--- config.mk ---
export PLATFORM = sky130hd
export DESIGN_NAME = proc_run_ctrl
export DESIGN_NICKNAME = d
export VERILOG_FILES = /design/src/rtl/proc_run_ctrl.sv
export SDC_FILE = /design/constraint.sdc
export NUM_CORES = 1
export LEC_CHECK = 0
export CAP_MARGIN = 20
export CORE_AREA = 2 2 164 166
export CTS_CLUSTER_DIAMETER = 30
export CTS_CLUSTER_SIZE = 10
export DETAILED_ROUTE_END_ITERATION = 8
export DIE_AREA = 0 0 166 168
export GPL_ROUTABILITY_DRIVEN = 0
export PLACE_DENSITY = 0.81
export SLEW_MARGIN = 5
export SYNTH_ARGS = -nofsm -noshare
export SYNTH_HDL_FRONTEND = slang
export SYNTH_SLANG_ARGS = --single-unit
export TNS_END_PERCENT = 50
--- constraint.sdc ---
create_clock -name CLK -period 4.5 [get_ports CLK]
set_input_delay 1.35 -clock CLK [delete_from_list [all_inputs] [get_ports CLK]]
set_output_delay 1.35 -clock CLK [all_outputs]
set_load 0.02 [all_outputs]
--- src/rtl/proc_run_ctrl.sv ---
// Run controller for the single-cycle core.
// It holds the core in reset, runs it from a start PC, and stops at a stop address or when the watchdog limit is reached.
module proc_run_ctrl #(
  parameter int AW         = 64,
  parameter int RST_CYCLES = 2,
  parameter int WD_W       = 16
) (
  input  logic            CLK,
  input  logic            resetl,
  input  logic            start,
  input  logic            abort,
  input  logic [AW-1:0]   start_pc,
  input  logic [AW-1:0]   stop_pc,
  input  logic [WD_W-1:0] max_cycles,
  input  logic [AW-1:0]   currentpc,
  input  logic [AW-1:0]   memtoreg_out,
  output logic            core_resetl,
  output logic [AW-1:0]   core_startpc,
  output logic            core_en,
  output logic            busy,
  output logic            done,
  output logic            timeout,
  output logic [AW-1:0]   result,
  output logic [WD_W-1:0] cycle_count
);

  typedef enum logic [2:0] {
    ST_IDLE,
    ST_RESET,
    ST_RUN,
    ST_DONE,
    ST_TIMEOUT
  } state_e;

  // Run parameters captured at start; they stay fixed until the next start.
  typedef struct packed {
    logic [AW-1:0]   start_pc;
    logic [AW-1:0]   stop_pc;
    logic [WD_W-1:0] max_cycles;
  } run_cfg_t;

  localparam int RCW = (RST_CYCLES > 1) ? $clog2(RST_CYCLES) : 1;
  localparam logic [RCW-1:0] RST_LOAD = RCW'(RST_CYCLES - 1);

  state_e          state_q, state_d;
  run_cfg_t        cfg_q, cfg_d;
  logic [RCW-1:0]  rst_cnt_q, rst_cnt_d;
  logic [WD_W-1:0] cnt_q, cnt_d;
  logic [AW-1:0]   result_q, result_d;

  logic            can_start;
  logic            stop_hit;
  logic            wd_hit;
  logic            rst_done;
  logic [WD_W:0]   cnt_inc;

  assign can_start = start && (state_q inside {ST_IDLE, ST_DONE, ST_TIMEOUT});
  assign stop_hit  = (currentpc >= cfg_q.stop_pc);
  assign rst_done  = (rst_cnt_q == '0);
  // One extra bit so the saturated count can never alias a small limit.
  assign cnt_inc   = {1'b0, cnt_q} + {{WD_W{1'b0}}, 1'b1};
  assign wd_hit    = (cfg_q.max_cycles != '0) && (cnt_inc == {1'b0, cfg_q.max_cycles});

  // State register
  always_ff @(posedge CLK) begin
    if (!resetl) begin
      state_q <= ST_IDLE;
    end else begin
      // NOTE: sequential state always uses non-blocking assignments so every register samples pre-edge values.
      state_q <= state_d;
    end
  end

  // Next-state logic
  always_comb begin
    // NOTE: default first, so no path leaves state_d unassigned and no latch is inferred.
    state_d = state_q;
    if (abort) begin
      state_d = ST_IDLE;
    end else begin
      unique case (state_q)
        ST_IDLE, ST_DONE, ST_TIMEOUT: begin
          if (start) state_d = ST_RESET;
        end
        ST_RESET: begin
          if (rst_done) state_d = ST_RUN;
        end
        ST_RUN: begin
          if (stop_hit)    state_d = ST_DONE;
          else if (wd_hit) state_d = ST_TIMEOUT;
        end
        default: state_d = ST_IDLE;
      endcase
    end
  end

  // Datapath next-state: run config, reset counter, cycle counter, result
  always_comb begin
    cfg_d     = cfg_q;
    rst_cnt_d = rst_cnt_q;
    cnt_d     = cnt_q;
    result_d  = result_q;
    if (!abort) begin
      if (can_start) begin
        cfg_d.start_pc   = start_pc;
        cfg_d.stop_pc    = stop_pc;
        cfg_d.max_cycles = max_cycles;
        rst_cnt_d        = RST_LOAD;
        cnt_d            = '0;
        result_d         = '0;
      end else if (state_q == ST_RESET) begin
        if (!rst_done) rst_cnt_d = rst_cnt_q - RCW'(1);
      end else if (state_q == ST_RUN) begin
        if (!(&cnt_q)) cnt_d = cnt_q + WD_W'(1);
        if (stop_hit)  result_d = memtoreg_out;
      end
    end
  end

  always_ff @(posedge CLK) begin
    if (!resetl) begin
      cfg_q     <= '0;
      rst_cnt_q <= '0;
      cnt_q     <= '0;
      result_q  <= '0;
    end else begin
      cfg_q     <= cfg_d;
      rst_cnt_q <= rst_cnt_d;
      cnt_q     <= cnt_d;
      result_q  <= result_d;
    end
  end

  // Output decode: control outputs depend on state only.
  always_comb begin
    core_resetl = 1'b0;
    core_en     = 1'b0;
    busy        = 1'b0;
    done        = 1'b0;
    timeout     = 1'b0;
    unique case (state_q)
      ST_IDLE: ;
      ST_RESET: begin
        busy = 1'b1;
      end
      ST_RUN: begin
        core_resetl = 1'b1;
        core_en     = 1'b1;
        busy        = 1'b1;
      end
      ST_DONE: begin
        core_resetl = 1'b1;
        done        = 1'b1;
      end
      ST_TIMEOUT: begin
        core_resetl = 1'b1;
        timeout     = 1'b1;
      end
      default: ;
    endcase
  end

  assign core_startpc = cfg_q.start_pc;
  assign result       = result_q;
  assign cycle_count  = cnt_q;

endmodule

==> metrics.yaml <==
run_status:
  status: "finished, final reports clean"
min_path:
  hold_start: "core_startpc[58]"
  min_to: "core_startpc[58]"
  holdPathStages: 2
  hold_path_class: "flip-flop to flip-flop"
clocking:
  cts_tree: "done"
  clk_latency_ns: 0.56
  post_cts_buffers: 0
  clock_path_buffers: 3
  cts_root_buf: "clkbuf_16"
  clk_pin_slew_ns: 0.04
  cts.sink_count: 228
  h-tree-depth: 2
  hold_buffers: 0
  cts.repair.resized: 0
  cts_buffers: 58
yosys:
  async_flop_share: 0
  synth_top_area_cell: "dfxtp_1"
  synth_nets: 1780
  synth_edf_count: 0
  ys_types: 61
  yosys_most_used_dff: "dfxtp_1"
  yosys_warnings: 0
  netlist.area_leader.share: 0.387
  avgSynthCellArea_um2: 8.19
  synth_xor_xnor_area_share: 0.0134
  synth_top_family_by_area: "simple AND/OR/NAND/NOR gates"
  synth_compound_area_frac: 0.155
  syn_inst: 1439
  synth_common_cells: "385 x nand2_1, 228 x dfxtp_1, 109 x a21boi_1"
  synth-seq-cells: 228
  synthMuxAreaShare: 0.0552
  synth_fa_ha_area_frac: 0.0690
  synth_area_leaders: "dfxtp_1 39%, nand2_1 12%, a21boi_1 6.9%"
  synth_simple_gate_area_frac: 0.216
  seq_area_frac_synth: 0.387
  yosysMostFrequentCell: "nand2_1"
  syn_area_um2: 11800
routing:
  wl_um: 36200
  wl_per_cell_um: 16.6
  dr.pass1.iters: 5
  vias_per_cell: 5.16
  vias: 11200
  drc_errors: 0
  drt-initial-drc-count: 590
  final_antenna_net_count: 0
sta:
  max_freq_mhz: 256
  relSlewSlack: 0.318
  fin_hold_ws_ns: 0.447
  fin_crit_ns: 3.90
  hold_viol: 0
  rsz0062_at_grt: "no"
  finalSetupViolCount: 0
  slew_violations: 0
  worst_pin_slew_ns: 1.02
  tns_ns: 0
  min_period_over_period: 0.867
  skew_ns: 0.0198
layout:
  final_nets: 2125
  drive_gt1_frac: 0.0731
  fin_util: 0.675
  area_growth_pct: 50.9
grt:
  antenna_found_initial: 2
  grt_util_all_layers: 0.249
  grt_max_degree: 115
  grt_pass1_vias: 11300
  grt_pass1_wl_um: 57100
  overflow: 0
floorplanning:
  rows: 60
  pin_count: 425
  design.core.area_um2: 26400
  die_w_um: 166
  die_area_um2: 27900
  fp.dieH_um: 168
  start_util: 0.447
critical_path:
  crit_chain: "clkdlybuf4s50_1, ha_1, nand4_1, nor4_1, buf_4, and4_1, o31a_1, a31oi_1, nand3_1, a21oi_2, nor3_4, buf_12, buf_12, mux2i_1"
  crit_type: "primary input to flip-flop"
  path_max_fanout: 23
  r2r_setup_slack_ns: 1.19
  slowest_delay_ns: 0.42
  path_common_cell: "buf_12"
  cpLargestDelayFamily: "simple AND/OR/NAND/NOR gates"
  path_buf_inv: 4
  r2r_end: "result[21]"
  cp_slowest_cell: "clkdlybuf4s50_1"
  required_ns: 4.97
  cp-end-kind: "flip-flop"
  reg2reg_depth: 12
  r2r-start: "cycle_count[0]"
  cp.arrival_ns: 4.38
  worstSetupStartpointType: "primary input"
power_and_ir_drop:
  irDropWorstVdd_mv: 0.553
  p_comb_frac: 0.134
  switchingPower_mw: 1.79
  powerDensity_nw_per_um2: 414
  p_leak_nw: 6.67
  share_seq_of_total_power: 0.297
  p_int_mw: 5.57
  clockPowerShare: 0.570
  sw_frac_of_total: 0.244
placed_design:
  place_hpwl_um: 25300
  port_buffers: 424
job:
  drv_cap: 0
==> tightest hold or removal path: cells and delay by family, from the launching register on <==
| family | cells | cell delay, ns |
|---|---|---|
| flip-flops | 1 | 0.30 |
| AO/OA/AOI/OAI | 1 | 0.05 |
| AND/OR/NAND/NOR | 1 | 0.05 |
==> how the worst max path moves through the flow <==
stage	to	cells past startpoint	start
after CTS	result[21]	14	currentpc[63]
after floorplan	result[10]	12	currentpc[61]
final	result[21]	14	currentpc[61]
after global placement	result[17]	14	currentpc[61]
after detailed placement	result[21]	14	currentpc[62]
after global routing	result[17]	14	currentpc[62]
==> cell type report <==
class                      instances  area, µm²
fill                            2031       8560
multi-input combinational        985       6030
sequential                       228       4560
timing repair buffer             442       4470
clock buffer                      81       1680
tap                              341        427
clock inverter                    27        349
inverter                          69        259
antenna                            3       7.51
==> placed cells by master (no fill, tap or decap), types with 4 or more instances in the layout <==
cell,instances
nor4_1,7
bufinv_16,6
clkbuf_8,14
nand3_1,77
a211oi_1,10
and4_1,5
nand2_1,385
a21o_1,4
o21a_1,4
a31oi_1,4
xor2_1,8
a21oi_1,38
o21ai_1,6
xnor2_1,10
nand2b_1,4
dfxtp_1,228
buf_4,11
clkinvlp_4,8
and2_1,16
clkbuf_1,9
buf_12,7
clkdlybuf4s50_1,423
ha_1,65
nor2_1,22
nor2b_1,7
clkinv_2,10
a21boi_0,41
o21ai_0,28
a21boi_1,109
inv_1,68
clkbuf_16,58
nor3_1,9
mux2i_1,65
nand4_1,18
==> logic make-up after synthesis <==
kind of cell | after synthesis
multiplexers | 65
buffers and inverters | 226
AO/OA/AOI/OAI | 265
AND/OR/NAND/NOR | 572
adder cells (fa/ha/maj) | 65
flip-flops | 228
XOR/XNOR | 18
==> per-layer routing <==
metal / GRT usage / up-vias / part of all wire
met2: 0.423 / 438 / 0.47
li1: - / 5480 / -
met3: 0.0778 / 128 / 0.078
met5: 0 / - / 0
met1: 0.282 / 5189 / 0.39
met4: 0.132 / 0 / 0.055
==> power by group through the flow <==
| stage | sequential, mW | clock, mW | combinational [mW] |
|---|---|---|---|
| 6_report | 2.18 | 4.19 | 0.983 |
| 5_1_grt | 2.19 | 4.35 | 1.07 |
| 4_1_cts | 2.18 | 4.24 | 0.988 |
| 3_5_place_dp | 2.22 | 0 | 0.975 |
| 3_3_place_gp | 2.21 | 0 | 0.957 |
| 2_1_floorplan | 2.24 | 0 | 0.502 |
==> metrics by stage <==
| step | instances | instance area, µm² | power (mW) | setup slack [ns] |
|---|---|---|---|---|
| detailed placement | 2065 | 15800 | 3.19 | 0.0453 |
| global placement | 2065 | 15800 | 3.17 | 0.134 |
| floorplan | 1439 | 11800 | 2.74 | 0.822 |
| finish | 2176 | 17800 | 7.36 | 0.598 |
| global route | 2175 | 17800 | 7.61 | 0.366 |
| CTS | 2173 | 17800 | 7.41 | 0.616 |
==> flip-flops by register name, indices dropped and copies added (netlist names) <==
signal and flops:
result 64, core_startpc 64, cycle_count 16, cfg_q 80, rst_cnt_q 1, state_q 3
Note: power is estimated with default switching activity, not from simulation.
